===== src/rtl/mc8051_intc_if.sv =====
// mc8051_intc_if: interrupt handshake between mc8051_intc and the mc8051 core.
//   int_req_n  - request to core, active-low (driven by the controller)
//   int_so_num - index of the requested source, zero-extended (driven by the controller)
//   int_ack_n  - core acknowledge, active-low (driven by the core)
//   int_reti   - one-cycle pulse on RETI (driven by the core)
interface mc8051_intc_if;
    logic       int_req_n;
    logic [7:0] int_so_num;
    logic       int_ack_n;
    logic       int_reti;
    modport master (output int_req_n, output int_so_num, input int_ack_n, input int_reti);
    modport slave  (input int_req_n, input int_so_num, output int_ack_n, output int_reti);
endinterface


===== src/rtl/mc8051_intc.sv =====
// mc8051_intc: two-level, 8051-style nesting interrupt controller for the mc8051 core.
//   clk, reset_n          - clock, asynchronous active-low reset
//   irq                   - peripheral requests, active-high
//   irq_en                - per-source enable
//   irq_edge              - 1 = rising-edge triggered, 0 = level triggered
//   irq_pri               - 1 = high priority, 0 = low priority
//   global_en             - master enable (EA)
//   bus                   - core handshake (int_req_n, int_so_num, int_ack_n, int_reti)
//   pending               - registered pending flags
//   in_service            - bit1 = high level in service, bit0 = low level in service
module mc8051_intc #(
    parameter int N_SRC = 8
) (
    input  logic               clk,
    input  logic               reset_n,
    input  logic [N_SRC-1:0]   irq,
    input  logic [N_SRC-1:0]   irq_en,
    input  logic [N_SRC-1:0]   irq_edge,
    input  logic [N_SRC-1:0]   irq_pri,
    input  logic               global_en,
    mc8051_intc_if.master      bus,
    output logic [N_SRC-1:0]   pending,
    output logic [1:0]         in_service
);
    typedef enum logic [1:0] {IDLE, REQ, HOLD} state_t;

    state_t           state;
    logic             req_pri;
    logic [N_SRC-1:0] irq_q;
    logic [N_SRC-1:0] rise;
    logic [N_SRC-1:0] clr;
    logic [N_SRC-1:0] pending_next;
    logic [N_SRC-1:0] base;
    logic [N_SRC-1:0] elig_hi;
    logic [N_SRC-1:0] elig_lo;
    logic [N_SRC-1:0] sel;
    logic             any_hi;
    logic             ack;
    logic [7:0]       win;
    logic [1:0]       is_reti;
    logic [1:0]       is_next;

    assign ack  = (state == REQ) && !bus.int_ack_n;
    assign rise = irq & ~irq_q;
    assign clr  = ack ? (N_SRC'(1) << bus.int_so_num) : '0;
    // A new edge in the acknowledge cycle outranks the acknowledge clear.
    assign pending_next = (irq_edge & (rise | (pending & ~clr))) | (~irq_edge & irq);

    // High level is masked only by high in service; low is masked by either level.
    assign base    = pending & irq_en & {N_SRC{global_en}};
    assign elig_hi = base & irq_pri & {N_SRC{~in_service[1]}};
    assign elig_lo = base & ~irq_pri & {N_SRC{in_service == 2'b00}};
    assign any_hi  = |elig_hi;
    assign sel     = any_hi ? elig_hi : elig_lo;

    always_comb begin
        win = 8'd0;
        for (int i = N_SRC - 1; i >= 0; i--)
            if (sel[i]) win = 8'(i);
    end

    // RETI retires the highest active level before the acknowledge adds the new one.
    assign is_reti = bus.int_reti ? (in_service[1] ? {1'b0, in_service[0]} : 2'b00) : in_service;
    assign is_next = ack ? (is_reti | (req_pri ? 2'b10 : 2'b01)) : is_reti;

    always_ff @(posedge clk or negedge reset_n) begin
        if (!reset_n) begin
            state          <= IDLE;
            req_pri        <= 1'b0;
            irq_q          <= '0;
            pending        <= '0;
            in_service     <= 2'b00;
            bus.int_req_n  <= 1'b1;
            bus.int_so_num <= 8'd0;
        end else begin
            irq_q      <= irq;
            pending    <= pending_next;
            in_service <= is_next;
            case (state)
                IDLE:
                    if (|sel) begin
                        bus.int_so_num <= win;
                        req_pri        <= any_hi;
                        bus.int_req_n  <= 1'b0;
                        state          <= REQ;
                    end
                REQ:
                    if (!bus.int_ack_n) begin
                        bus.int_req_n <= 1'b1;
                        state         <= HOLD;
                    end
                HOLD:
                    if (bus.int_ack_n) state <= IDLE;
                default: state <= IDLE;
            endcase
        end
    end
endmodule


===== src/flat_wrapper.sv =====
// flat-port wrapper written by rule: the top's interface ports become plain ports
module mc8051_intc_flat 
#(
    parameter int N_SRC = 8
)
  (clk, reset_n, irq, irq_en, irq_edge, irq_pri, global_en, pending, in_service, bus_int_req_n, bus_int_so_num, bus_int_ack_n, bus_int_reti);
  mc8051_intc_if bus_i ();
  input  logic clk;
  input  logic reset_n;
  input  logic [N_SRC-1:0] irq;
  input  logic [N_SRC-1:0] irq_en;
  input  logic [N_SRC-1:0] irq_edge;
  input  logic [N_SRC-1:0] irq_pri;
  input  logic global_en;
  output logic [N_SRC-1:0] pending;
  output logic [1:0] in_service;
  output wire logic [$bits(bus_i.int_req_n)-1:0] bus_int_req_n;
  output wire logic [$bits(bus_i.int_so_num)-1:0] bus_int_so_num;
  input wire logic [$bits(bus_i.int_ack_n)-1:0] bus_int_ack_n;
  input wire logic [$bits(bus_i.int_reti)-1:0] bus_int_reti;
  assign bus_int_req_n = bus_i.int_req_n;
  assign bus_int_so_num = bus_i.int_so_num;
  assign bus_i.int_ack_n = bus_int_ack_n;
  assign bus_i.int_reti = bus_int_reti;
  mc8051_intc #(.N_SRC(N_SRC)) u_core (.clk(clk), .reset_n(reset_n), .irq(irq), .irq_en(irq_en), .irq_edge(irq_edge), .irq_pri(irq_pri), .global_en(global_en), .bus(bus_i), .pending(pending), .in_service(in_service));
endmodule

===== config.mk =====
export PLATFORM = sky130hd
export DESIGN_NAME = mc8051_intc_flat
export DESIGN_NICKNAME = d
export VERILOG_FILES = /design/src/rtl/mc8051_intc_if.sv /design/src/rtl/mc8051_intc.sv /design/src/flat_wrapper.sv
export SDC_FILE = /design/constraint.sdc
export NUM_CORES = 1
export LEC_CHECK = 0
export ABC_AREA = 1
export BUFFER_PORTS_ARGS = -buffer_cell sky130_fd_sc_hd__buf_4
export CELL_PAD_IN_SITES_DETAIL_PLACEMENT = 1
export CELL_PAD_IN_SITES_GLOBAL_PLACEMENT = 1
export CORE_AREA = 2 2 69 71
export DETAILED_ROUTE_END_ITERATION = 8
export DIE_AREA = 0 0 71 73
export PLACE_DENSITY_LB_ADDON = 0.25
export SLEW_MARGIN = 20
export SYNTH_ARGS = -nofsm -noshare
export SYNTH_HDL_FRONTEND = slang
export SYNTH_SLANG_ARGS = --single-unit

===== constraint.sdc =====
create_clock -name clk -period 3.7 [get_ports clk]
set_input_delay 0.185 -clock clk [delete_from_list [all_inputs] [get_ports clk]]
set_output_delay 0.185 -clock clk [all_outputs]
set_load 0.01 [all_outputs]

## Word level (Yosys, flattened, before mapping)

Cells that the tools add are included.
W data, S select, Z words.

| storage, ports and cells | value |
|---|---|
| memory bits (writable) | 0 |
| bits in registers | 30 |
| latch bits | 0 |
| bits in read-only memories | 0 |
| memories | 0 |

| cells by class | value |
|---|---|
| $add $sub $neg | 0 |
| multipliers | 0 |
| muxes and demuxes | 21 |
| shift operators | 1 |
| bitwise logic cells | 18 |
| reductions and logical operators | 10 |
| div/mod/pow operators | 0 |
| magnitude comparators | 0 |
| equal/unequal tests | 5 |

Operators with widths:

| kind | number |
|---|---|
| $and A8 B8 Y8 | 10 |
| $mux W8 | 9 |
| $not A8 Y8 | 4 |
| $or A8 B8 Y8 | 2 |
| $reduce_or A8 Y1 | 2 |
| $mux W2 | 6 |
| $shl A1 B8 Y8 const A | 1 |
| $pmux W2 S3 | 1 |
| $reduce_and A3 Y1 | 2 |
| $logic_not A2 Y1 | 2 |
| $ne A2 B2 Y1 const B | 2 |
| $mux W1 | 3 |
| $mux W3 | 1 |
| $eq A2 B1 Y1 const B | 1 |
| $eq A2 B2 Y1 const B | 1 |
| $ne A2 B1 Y1 const B | 1 |
| $or A2 B2 Y2 | 1 |
| $pmux W1 S2 | 1 |
| $reduce_and A2 Y1 | 1 |
| $reduce_bool A2 Y1 | 1 |
| $logic_and A1 B1 Y1 | 1 |
| $logic_not A1 Y1 | 1 |
| $not A1 Y1 | 1 |

## Depth between registers and ports, before layout

| depth | value |
|---|---|
| word-level depth | 14 |
| depth in mapped cells | 17 |
| mapped depth without buffers | 16 |

## Worst setup path after synthesis

Ideal clock, no wire load.

| path | value |
|---|---|
| path type | register to register |
| start point | reg u_core.in_service[1] |
| end point | reg u_core.bus.int_so_num[0] |
| clock period less this slack | 1.696 ns |
| cell stages (with the launch flop) | 13 |
| arrival | 1.580 ns |
| data required time | 3.584 ns |
| path slack | 2.004 ns |
| library setup time | 0.116 ns |
| path through | dfrtp_1 -> buf_6 -> or2_1 -> buf_6 -> nand3b_4 -> o21ai_2 -> nor2_1 -> nand2_2 -> nand2_2 -> nand2_4 -> inv_2 -> nand2_1 -> nand2_1 |

| on the way | value |
|---|---|
| cells in the longest elaborated chain, start to end | 12 |

RTL lines:

| item | line | RTL |
|---|---|---|
| from (decl) | mc8051_intc.sv:23 | `output logic [1:0] in_service` |
| from (signal assigned) | mc8051_intc.sv:78 | `in_service <= is_next;` |
| $not A1 Y1 | mc8051_intc.sv:51 | `assign elig_hi = base & irq_pri & {N_SRC{~in_service[1]}};` |
| $and A8 B8 Y8 | mc8051_intc.sv:51 |  |
| $reduce_or A8 Y1 | mc8051_intc.sv:53 | `assign any_hi = \|elig_hi;` |
| $mux W8 (*) | mc8051_intc.sv:54 | `assign sel = any_hi ? elig_hi : elig_lo;` |
| $mux W3 | mc8051_intc.sv:59 | `if (sel[i]) win = 8'(i);` |
| $mux W8 (7 in series) | mc8051_intc.sv:59 |  |
| to (signal assigned) | mc8051_intc.sv:82 | `bus.int_so_num <= win;` |
| to (decl) | mc8051_intc_if.sv:11 | `modport master (output int_req_n, output int_so_num, input int_ack_n, input int_reti);` |

Mark *: on every way between the ends. The rest lies on a longest branch, timed or not.
A chain may end at the register's enable or synchronous reset.

## Final worst setup path

Ends and elaborated chain as after synthesis.

==> flow_summary_export.csv <==
group,metric,value,unit
setup_path,slowest_stage,"dfrtp_1",
synth,ys_seq_area_share,40.0,%
synth,ys_ff_latch,25,
setup_path,cp.required,3.87,ns
synth,synth_warnings,0,
setup_path,cp.arrival,2.06,ns
setup_path,cp_top_family,"simple AND/OR/NAND/NOR gates",
setup_path,end_kind,"register",
sta,period_needed,1.89,ns
placed_design,gp_congestion,0.829,
clocking,cts_resized,0,
clocking,cts-root-buf,"clkbuf_8",
clocking,htreeDepth,1,
layout,n_antenna_cell,0,
synth,synth_cell_types,24,
placed_design,io_buffer_count,50,
synth,yosysTopAreaCell,"dfrtp_1",
synth,synthFlopType,"dfrtp_1",
clocking,cts_tree,"done",
layout,n_fill_cell,592,
run,maxCapViolations,0,
setup_path,slowest_delay,0.57,ns
global_route,grt_pass1_wl,6.76,mm
global_route,track_usage,16.5,%
sta,final.setup.worst_slack,1.81,ns
sta,finalCritPeriodShare,51.0,%
hold_path,min_path_type,"primary input to register",
sta,drv_slew,0,
setup_path,r2r-start,"u_core.in_service[1]",
synth,netlist_instances,215,
drt,drtIter0Drc,26,
hold_path,hold_depth,1,
setup_path,cp-start-kind,"register",
global_route,grt_pass1_vias,1539,
synth,synth_edf_count,0,
synth,ys_top_cells_by_area,"dfrtp_1 38%, nand2_1 16%, inv_1 7.2%, nor2_1 6.2%, nand3_1 4.8%",
setup_path,path_class,"register to register",
placed_design,post-place-ws,1.77,ns
setup_path,worstPathMaxFanout,11,
sta,setup_viol,0,
drt,viasPerCell,4.53,
layout,final_layout_size_suffix_gt1_share,30.1,%
setup_path,cp_cell_sequence,"nor2_1 > nand2_1 > nand2_2 > nor2_4 > nand2_1 > o21ai_2 > nor2_1 > nand2_2 > nand2_2 > nand2_4 > inv_2 > nand2_1 > nand2_1",
synth,synth_most_common_cell,"nand2_1",
floorplan,row_count,25,
setup_path,crit_path_frequent_cell,"nand2_1",
floorplan,initial_core_util,34.6,%
clocking,cts_buffer_depth,2,
sta,fin_setup_tns,0,ns
setup_path,rr_worst_depth,13,
floorplan,die_w,71,µm
clocking,cts_sinks,25,
floorplan,io_pins,56,
hold_path,worst_hold_path.endpoint,"u_core.irq_q[3]",
synth,synth_top_cell_area_share,38.3,%
drt,post_drt_wl_per_cell,12.2,µm
clocking,insertion_delay,0.27,ns
status,outcome,"complete, no violations",
global_route,gr-total-overflow,0,
setup_path,path_buf_inv,1,
drt,routed_wl,3.91,mm
sta,max_freq,530,MHz
placed_design,dp.final_hpwl,3.24,mm
pwr,ir_worst_vdd,0.000274,V
drt,vias,1448,
setup_path,ff2ff_setup_slack,1.81,ns
layout,area_growth_syn_to_layout,28.2,%
layout,final_nets,304,
setup_path,r2r-end,"u_core.bus.int_so_num[0]",
floorplan,fp.dieH,73,µm
floorplan,coreArea,4540,µm²
drt,drc,0,
global_route,grt_max_degree,26,
sta,rsz0062_at_grt,"false",
pwr,p_leak,1.12,nW
clocking,cts_made_buffers,3,
clocking,cts.clk_slew.worst_paths,0.08,ns
synth,synthTopCellsByCount,"67 x nand2_1, 30 x inv_1, 26 x nor2_1",
synth,synth-async-reset-ratio,100,%
synth,netlist_area,1570,µm²
global_route,antenna_found_initial,0,
drt,first_pass_iters,4,
sta,hold_viol,0,
drt,final_antenna_net_count,0,
synth,syn_avg_cell_area,7.30,µm²
hold_path,min_from,"irq[3]",
pwr,powerDensity,466,nW/µm²
floorplan,die-area,5180,µm²
sta,skew,0.00112,ns
placed cells by master, fill, tap and decap left out, types with 2 or more instances in the layout:
cell	instances
nand2_1	67
buf_4	50
inv_1	30
nor2_1	26
dfrtp_1	24
nand3_1	15
o21ai_0	12
nand2_2	8
nand2_4	5
conb_1	5
nor2_4	4
nor2_2	3
clkbuf_8	3
o21ai_1	2
sequential cells by signal (all words and copies together) (netlist names):
register	count
u_core.bus.int_req_n	1
u_core.bus.int_so_num	3
u_core.in_service	2
u_core.irq_q	8
u_core.pending	8
u_core.req_pri	1
u_core.state	2
where the power goes:
| part | internal [mW] | switching (mW) |
|---|---|---|
| clock network | 0.0772 | 0.0861 |
| registers | 0.332 | 0.0539 |
| logic | 0.158 | 0.230 |
layer usage:
metal	vias to the layer above	wire length [µm]	track usage, %
met5	-	0	0
met4	0	59	5.66
met3	5	149	2.21
met2	33	1920	29.3
met1	665	1780	20.6
li1	745	-	-
stage by stage:
| step | instance area, µm² | hold slack [ns] | std cells | total power, mW | utilization [%] |
|---|---|---|---|---|---|
| after floorplan | 1580 | -0.111 | 219 | 0.645 | - |
| after global routing | 2010 | 0.00948 | 320 | 1.02 | 44.3 |
| after global placement | 1960 | 0.112 | 315 | 0.771 | 43.1 |
| after CTS | 2010 | 0.0164 | 320 | 0.953 | 44.3 |
| after detailed placement | 1960 | 0.109 | 315 | 0.785 | 43.1 |
| final | 2010 | 0.0224 | 320 | 0.937 | 44.3 |
logic make-up (layout without fill, tap and decap cells):
| group | Yosys count | after routing | share of synthesized area, % |
|---|---|---|---|
| AO/OA/AOI/OAI | 17 | 17 | 5.74 |
| buffers and inverters | 39 | 86 | 12.0 |
| other | 1 | 5 | 0.239 |
| flip-flops | 25 | 25 | 40.0 |
| AND/OR/NAND/NOR | 133 | 133 | 42.1 |
area by class of cell:
type                    count  area, µm²  area share, %
repair buffers             51        385           19.2
multi-input cells         155        769           38.3
well taps                  54       67.6           3.36
flip-flops and latches     25        627           31.2
clock buffers               4       45.0           2.24
inverters                  31        116           5.79
worst max path at each step:
stage | end | start | depth (start not counted)
floorplan | u_core.bus.int_so_num[0] | u_core.in_service[1] | 12
detailed placement | u_core.bus.int_so_num[0] | u_core.in_service[1] | 13
global placement | u_core.bus.int_so_num[0] | u_core.in_service[1] | 13
CTS | u_core.bus.int_so_num[0] | u_core.in_service[1] | 13
finish | u_core.bus.int_so_num[0] | u_core.in_service[1] | 13
global route | u_core.bus.int_so_num[0] | u_core.in_service[1] | 13
what timing repair did:
action,in CTS,in global routing
buffers inserted,0,0
hold endpoints to repair,24,0
hold buffers,1,0
setup endpoints to repair,0,0
Power figures use the tool's default switching activity.
